`config.mk`:
```
export PLATFORM = sky130hd
export DESIGN_NAME = hls_ap_ctrl_seq
export DESIGN_NICKNAME = d
export VERILOG_FILES = /design/src/rtl/hls_seq_pkg.sv /design/src/rtl/hls_cycle_timer.sv /design/src/rtl/hls_ap_ctrl_seq.sv
export SDC_FILE = /design/constraint.sdc
export NUM_CORES = 1
export LEC_CHECK = 0
export ABC_AREA = 1
export CAP_MARGIN = 15
export CORE_AREA = 2 2 119 121
export DETAILED_ROUTE_END_ITERATION = 8
export DIE_AREA = 0 0 121 123
export PLACE_DENSITY_LB_ADDON = 0.05
export SLEW_MARGIN = 20
export SYNTH_ARGS = -nofsm -noshare
export SYNTH_HDL_FRONTEND = slang
export SYNTH_SLANG_ARGS = --single-unit
```
`constraint.sdc`:
```
create_clock -name clk -period 2.4 [get_ports clk]
set_input_delay 0.72 -clock clk [delete_from_list [all_inputs] [get_ports clk]]
set_output_delay 0.72 -clock clk [all_outputs]
set_load 0.03 [all_outputs]
```
`src/rtl/hls_seq_pkg.sv`:
```
// Shared definitions for the HLS ap_ctrl_hs start sequencer.
package hls_seq_pkg;

  localparam int unsigned STATE_W     = 3;
  localparam int unsigned DONE_SEEN_W = 1;

  typedef enum logic [STATE_W-1:0] {
    S_IDLE      = 3'd0,
    S_START     = 3'd1,
    S_WAIT_DONE = 3'd2,
    S_GAP       = 3'd3,
    S_FINISH    = 3'd4,
    S_ERROR     = 3'd5
  } state_t;

endpackage

```
`src/rtl/hls_cycle_timer.sv`:
```
// Loadable down-counter used for both the watchdog and the inter-run gap.
// expired is high on the enabled cycle that consumes the last count, so a
// load of N expires on the Nth enabled cycle; a load of 0 never expires.
module hls_cycle_timer #(
  parameter int unsigned W = 16
) (
  input  logic         clk,
  input  logic         rst,
  input  logic         load,
  input  logic [W-1:0] load_value,
  input  logic         enable,
  output logic         expired
);

  logic [W-1:0] count;

  // Load takes priority over counting; the count parks at zero.
  always_ff @(posedge clk or negedge rst) begin
    if (!rst) begin
      count <= '0;
    end else if (load) begin
      count <= load_value;
    end else if (enable && (count != '0)) begin
      count <= count - 1'b1;
    end
  end

  assign expired = enable && (count == W'(1));

endmodule

```
`src/rtl/hls_ap_ctrl_seq.sv`:
```
// Converts the start generator's startCore level into the ap_ctrl_hs
// handshake, counts completed runs, spaces runs apart and watches for a hung core.
module hls_ap_ctrl_seq
  import hls_seq_pkg::*;
#(
  parameter int unsigned NUM_RUNS       = 1,
  parameter int unsigned GAP_CYCLES     = 0,
  parameter int unsigned TIMEOUT_CYCLES = 1024,
  parameter int unsigned CNT_W          = 16
) (
  input  logic             clk,
  input  logic             rst,
  input  logic             startCore,
  input  logic             ap_ready,
  input  logic             ap_done,
  input  logic             ap_idle,
  output logic             ap_start,
  output logic             busy,
  output logic [CNT_W-1:0] run_count,
  output logic             run_done,
  output logic             all_done,
  output logic             timeout_err
);

  localparam logic [CNT_W-1:0] RUNS_TARGET = CNT_W'(NUM_RUNS);
  localparam logic [CNT_W-1:0] GAP_LOAD    = CNT_W'(GAP_CYCLES);
  localparam logic [CNT_W-1:0] WD_LOAD     = CNT_W'(TIMEOUT_CYCLES);

  state_t                 state;
  logic [DONE_SEEN_W-1:0] done_seen;
  logic [CNT_W-1:0]       run_next;
  logic                   complete;
  logic                   last_run;
  logic                   enter_start;
  logic                   gap_load;
  logic                   wd_expired;
  logic                   gap_expired;

  // ap_idle is status only and never steers the sequencer.
  logic unused_idle;
  assign unused_idle = ap_idle;

  // Completion, end-of-sequence and START-entry decisions from sampled inputs.
  always_comb begin
    run_next    = run_count + 1'b1;
    complete    = ((state == S_START) && ap_ready && (ap_done || done_seen[0])) ||
                  ((state == S_WAIT_DONE) && ap_done);
    last_run    = (NUM_RUNS != 0) && (run_next == RUNS_TARGET);
    gap_load    = complete && !last_run && (GAP_CYCLES != 0);
    enter_start = ((state == S_IDLE) && startCore) ||
                  (complete && !last_run && (GAP_CYCLES == 0)) ||
                  ((state == S_GAP) && gap_expired);
  end

  hls_cycle_timer #(.W(CNT_W)) u_watchdog (
    .clk        (clk),
    .rst        (rst),
    .load       (enter_start),
    .load_value (WD_LOAD),
    .enable     ((TIMEOUT_CYCLES != 0) && ((state == S_START) || (state == S_WAIT_DONE))),
    .expired    (wd_expired)
  );

  hls_cycle_timer #(.W(CNT_W)) u_gap_timer (
    .clk        (clk),
    .rst        (rst),
    .load       (gap_load),
    .load_value (GAP_LOAD),
    .enable     (state == S_GAP),
    .expired    (gap_expired)
  );

  // Sequencer FSM with registered handshake and status outputs.
  always_ff @(posedge clk or negedge rst) begin
    if (!rst) begin
      state       <= S_IDLE;
      done_seen   <= '0;
      ap_start    <= 1'b0;
      busy        <= 1'b0;
      run_count   <= '0;
      run_done    <= 1'b0;
      all_done    <= 1'b0;
      timeout_err <= 1'b0;
    end else begin
      run_done <= 1'b0;
      unique case (state)
        S_IDLE: begin
          if (startCore) begin
            state     <= S_START;
            ap_start  <= 1'b1;
            busy      <= 1'b1;
            done_seen <= '0;
          end
        end
        S_START, S_WAIT_DONE: begin
          // A completion on the watchdog's expiry cycle takes precedence.
          if (complete) begin
            run_count <= run_next;
            run_done  <= 1'b1;
            done_seen <= '0;
            if (last_run) begin
              state    <= S_FINISH;
              ap_start <= 1'b0;
              busy     <= 1'b0;
              all_done <= 1'b1;
            end else if (GAP_CYCLES == 0) begin
              state    <= S_START;
              ap_start <= 1'b1;
            end else begin
              state    <= S_GAP;
              ap_start <= 1'b0;
            end
          end else if (wd_expired) begin
            state       <= S_ERROR;
            ap_start    <= 1'b0;
            busy        <= 1'b0;
            timeout_err <= 1'b1;
          end else if (state == S_START) begin
            if (ap_ready) begin
              state    <= S_WAIT_DONE;
              ap_start <= 1'b0;
            end else if (ap_done) begin
              done_seen <= '1;
            end
          end
        end
        S_GAP: begin
          if (gap_expired) begin
            state    <= S_START;
            ap_start <= 1'b1;
          end
        end
        S_FINISH, S_ERROR: begin
          state <= state;
        end
        default: begin
          state    <= S_IDLE;
          ap_start <= 1'b0;
          busy     <= 1'b0;
        end
      endcase
    end
  end

endmodule

```
==> results of run 1 <==
area by class of cell:
| type | instances | area share |
|---|---|---|
| multi-input combinational | 315 | 0.401 |
| sequential | 57 | 0.341 |
| timing repair buffer | 31 | 0.0754 |
| clock buffer | 10 | 0.0572 |
| tap | 180 | 0.0539 |
| inverter | 51 | 0.0458 |
| clock inverter | 6 | 0.0251 |
report_power, final:
group	switching [mW]	internal (mW)	total, mW
sequential	0.247	1.20	1.45
combinational	1.28	0.759	2.04
clock	0.467	1.04	1.50
routing by layer:
metal | part of all wire | wire length [µm] | GRT usage | vias up
met3 | 0.043 | 344 | 0.0318 | 8
met2 | 0.44 | 3550 | 0.184 | 49
li1 | - | - | - | 1437
met5 | 0 | 0 | 0 | -
met1 | 0.50 | 4020 | 0.164 | 1268
met4 | 0.014 | 109 | 0.0480 | 0
state kept, by name, indices dropped and copies added (netlist names):
register and cells:
run_count 16, u_gap_timer.count 16, u_watchdog.count 16, state 3, all_done 1, ap_start 1, busy 1, done_seen 1
run_done 1, timeout_err 1
cells in the final DEF, fill, tap and decap left out:
cell type	count
nand3_1	25
clkbuf_8	1
clkdlybuf4s50_1	24
clkinv_2	3
bufinv_16	3
a31oi_1	1
nand3b_1	3
nor3_2	2
nor3_1	10
o21ai_0	21
buf_12	2
inv_1	51
clkbuf_16	9
buf_4	4
nor2_2	12
nand4_1	17
and2_1	1
xnor2_1	6
nand2_1	93
o21ai_1	1
ha_1	8
nand2_4	2
or2_2	4
nor2_1	61
nor2_4	3
nand2_2	9
buf_2	1
nor4_1	4
dfrtp_1	57
xor2_1	27
a21oi_1	5
stage by stage:
step                total power, mW  setup slack, ps  instance area [µm²]  hold WS, ps  instances
floorplan                      2.85              363                 3320          424        427
global placement               3.55             92.2                 3830          459        634
detailed placement             3.54             90.0                 3830          462        634
CTS                            5.09              112                 4180          413        650
global route                   5.40             51.8                 4180          432        650
finish                         5.00              125                 4180          406        650
cell usage after synthesis (2+ instances only):
cell and count:
nor4_1 4, clkbuf_1 2, nand2_4 2, o21ai_0 21, nand4_1 17, a21oi_1 5
nor3_2 2, xnor2_1 6, ha_1 8, dfrtp_1 57, or2_2 4, nand2_2 9
nor2_2 12, nand2_1 93, nor3_1 10, inv_1 51, nor2_4 3, nand3b_1 3
nand3_1 25, xor2_1 27, nor2_1 61
kinds of logic (layout without fill, tap and decap cells):
group | Yosys count | after routing
AO/OA/AOI/OAI | 28 | 28
XOR/XNOR | 33 | 33
adder cells (fa/ha/maj) | 8 | 8
buffers and inverters | 55 | 98
flip-flops | 57 | 57
AND/OR/NAND/NOR | 246 | 246
path summary, 6_finish.rpt:
| path | start | end | slack (ps) | cells past startpoint |
|---|---|---|---|---|
| worst max-delay path | run_count[2] | run_count[2] | 130 | 1 |
| worst min-delay path | rst | run_count[3] | 410 | 2 |
| worst max register to register | run_count[0] | u_watchdog.count[9] | 410 | 11 |
| worst min register to register | timeout_err | timeout_err | 470 | 1 |
| max in group asynchronous | rst | u_watchdog.count[0] | 1740 | 2 |
| min in group clk | timeout_err | timeout_err | 470 | 1 |
==> out/metrics.yaml, run 1 <==
peakVddDrop_uv: 409
hold_viol_final: 0
cts_buffers: 9
overflow: 0
syn_area_per_cell_um2: 7.77
post-route-drc-count: 0
rsz0062_at_grt: "false"
status: "finished, final reports clean"
routed_wl_mm: 8.02
syn_inst: 427
skew_ps: 6.41
seqCellArea_um2: 1430
pwr_density_cell_nw_per_um2: 1200
syn_to_final_growth_pct: 25.9
synth_xor_area_frac: 0.0871
drive_above_1_share: 0.117
grt_max_degree: 58
clk_pin_slew_ps: 50
multi_input_area_um2: 1680
path_class: "flop to output port"
synth_ff_type: "dfrtp_1"
synth_adder_area_share: 0.0302
arrival_ps: 1550
crit_slowest_cell: "clkdlybuf4s50_1"
ys_async_sr_fraction: 1.00
ys_top_cells_by_area: "dfrtp_1 (43%), nand2_1 (11%), xor2_1 (7.1%)"
drt-initial-drc-count: 156
port_buffers: 25
synth_top_family_by_area: "simple AND/OR/NAND/NOR gates"
cp-end-kind: "output port"
pin_count: 27
antenna_found_initial: 0
min_period_ps: 2270
crit_chain: "clkdlybuf4s50_1"
maxCapViolCount: 0
grt_usage: 0.121
cp_num_buf_inv: 1
die_area_um2: 14900
dr.pass1.iters: 4
cp.required_ps: 1680
synth_nets: 441
maxSlewViolCount: 0
synth_top_area_frac: 0.430
worst_slew_pin_slew_ps: 387
gp_congestion: 0.798
wire_per_inst_um: 12.3
cp-start-kind: "flop"
clk-insertion-delay-late_ps: 330
vias: 2762
ant_nets: 0
syn_area_um2: 3320
fillCellCount: 1467
dp_hpwl_mm: 5.74
synth_compound_area_frac: 0.0426
grt_pass1_vias: 2710
cts_tree: "built"
synthMuxAreaShare: 0
setup_viol: 0
synth_edf_count: 0
cts_root_buf: "clkbuf_16"
row_count: 43
fmax_ghz: 0.440
clkSinkCount: 57
post-cts-setup-buffers: 0
final_core_util: 0.307
h-tree-depth: 3
die_w_um: 121
ys_seq_area_frac: 0.430
setup-tns-final_ps: 0
cpPeakStageDelay_ps: 730
cts_resized: 0
via_per_inst: 4.25
worstHoldPathType: "input port to async pin"
max-slew-margin-rel: 0.740
initial_core_util: 0.244
synth_seq_cells: 57
cts_hold_buf: 0
die_height_um: 123
antennaDiodeCount: 0
path_delay_family: "buffers and inverters"
path_max_fanout: 8
synth-simple-area-share: 0.345
period_share: 0.948
ys_warn_count: 0
ys_types: 26
fin_nets: 479
clockBufferDepth: 2
core_area_um2: 13600
grt_pass1_wl_mm: 13.8
leakagePower_nw: 1.97
synth_area_leader_cell: "dfrtp_1"
(Power assumes the default switching activity.)
==> inputs of run 2 (changes only) <==
CTS_CLUSTER_SIZE = 20   (was default)
==> results of run 2 <==
Same layout as run 1: the final DEF is identical, and so are final timing and power.
==> inputs of run 3 (changes only) <==
CELL_PAD_IN_SITES_DETAIL_PLACEMENT = 1   (was default)
CELL_PAD_IN_SITES_GLOBAL_PLACEMENT = 1   (was default)
==> out/metrics.yaml, run 3 (synthesized netlist as in run 1, its figures left out) <==
cts_tree: "built"
top_usage_layer: "met2"
fillCellCount: 1609
via_per_inst: 4.34
final_core_util: 0.303
final_cell_mix: "nand2_1 (93), nor2_1 (61), dfrtp_1 (55)"
cp-end-kind: "output port"
post-route-drc-count: 0
overflow: 0
dpl.cell_count: 632
maxCapViolCount: 0
drt-initial-drc-count: 70
routed_wl_mm: 8.68
h-tree-depth: 3
placed_area_um2: 3820
met2_usage: 0.191
use_met1: 0.185
seqCellArea_um2: 1430
grt_max_degree: 43
die_height_um: 123
hold_viol_final: 0
cpPeakStageDelay_ps: 730
multi_input_area_um2: 1680
min_period_ps: 2270
die_w_um: 121
crit_start: "run_count[2]"
row_count: 43
vias: 2811
finalWorstSetupSlack_ps: 126
worstHoldPathType: "input port to async pin"
fmax_ghz: 0.440
leakagePower_nw: 1.94
grt_pass1_wl_mm: 15.1
die_area_um2: 14900
path_class: "flop to output port"
path_max_fanout: 8
drive_above_1_share: 0.115
cp.required_ps: 1680
antenna_found_initial: 0
ant_nets: 0
cts_root_buf: "clkbuf_16"
dp_hpwl_mm: 6.56
cts_buffers: 9
pin_count: 27
clk_pin_slew_ps: 50
port_buffers: 25
dr.pass1.iters: 4
clkSinkCount: 57
initial_core_util: 0.244
grt_pass1_vias: 2944
reg.largest.list: "run_count: 16 flops, u_gap_timer.count: 16 flops, u_watchdog.count: 16 flops"
met3_usage: 0.0240
antennaDiodeCount: 0
status: "finished, final reports clean"
cp_num_buf_inv: 1
peakVddDrop_uv: 377
worstReg2RegStart: "run_count[0]"
setup_viol: 0
crit_chain: "clkdlybuf4s50_1"
period_share: 0.948
dpl_worst_slack_ps: 62.7
max-slew-margin-rel: 0.689
rsz0062_at_grt: "false"
path_delay_family: "buffers and inverters"
skew_ps: 6.79
setup-tns-final_ps: 0
cp-start-kind: "flop"
gp_congestion: 0.759
core_area_um2: 13600
final_common_cell: "nand2_1"
wire_per_inst_um: 13.4
clockBufferDepth: 2
fin_nets: 477
grt_usage: 0.130
finish.instance_area_um2: 4120
syn_to_final_growth_pct: 24.2
crit_slowest_cell: "clkdlybuf4s50_1"
maxSlewViolCount: 0
worst_slew_pin_slew_ps: 464
arrival_ps: 1550
pwr_density_cell_nw_per_um2: 1160
clk-insertion-delay-late_ps: 330
layout.cells.non_filler: 648
[run 3: per-layer routing]
| metal | vias up | share of wire |
|---|---|---|
| met1 | 1341 | 0.53 |
| met5 | - | 0 |
| met4 | 0 | 0.020 |
| met2 | 31 | 0.43 |
| li1 | 1427 | - |
| met3 | 12 | 0.023 |
[run 3: cell type report]
class | instances | area share
inverters | 51 | 0.0464
clock buffers | 14 | 0.0689
repair buffers | 29 | 0.0728
flip-flops and latches | 57 | 0.347
clock inverters | 2 | 0.00243
well taps | 180 | 0.0546
multi-input cells | 315 | 0.408
[run 3: final timing paths]
check	end	slack, ps	cells after the start
worst max-delay path	run_count[2]	130	1
worst min-delay path	run_count[3]	310	1
worst max register to register	u_watchdog.count[12]	320	13
worst min register to register	all_done	470	2
max in group asynchronous	u_watchdog.count[15]	1510	2
min in group clk	all_done	470	2
[run 3: timing repair]
item                                    in CTS  in global routing
gates resized for setup                      0                  3
hold buffers                                 0                  0
endpoints found under the setup margin       0                 10
setup buffers                                0                  0
[run 3: metrics by stage]
stage | total power, mW | hold slack (ps)
2_1_floorplan | 2.85 | 424
3_3_place_gp | 3.55 | 447
3_5_place_dp | 3.57 | 458
4_1_cts | 4.86 | 324
5_1_grt | 5.19 | 340
6_report | 4.80 | 313
[run 3: power breakdown]
| part | internal (mW) | total (mW) | switching, mW |
|---|---|---|---|
| Sequential | 1.21 | 1.49 | 0.282 |
| Clock | 0.808 | 1.26 | 0.454 |
| Combinational | 0.748 | 2.05 | 1.30 |
| Total | 2.76 | 4.80 | 2.03 |
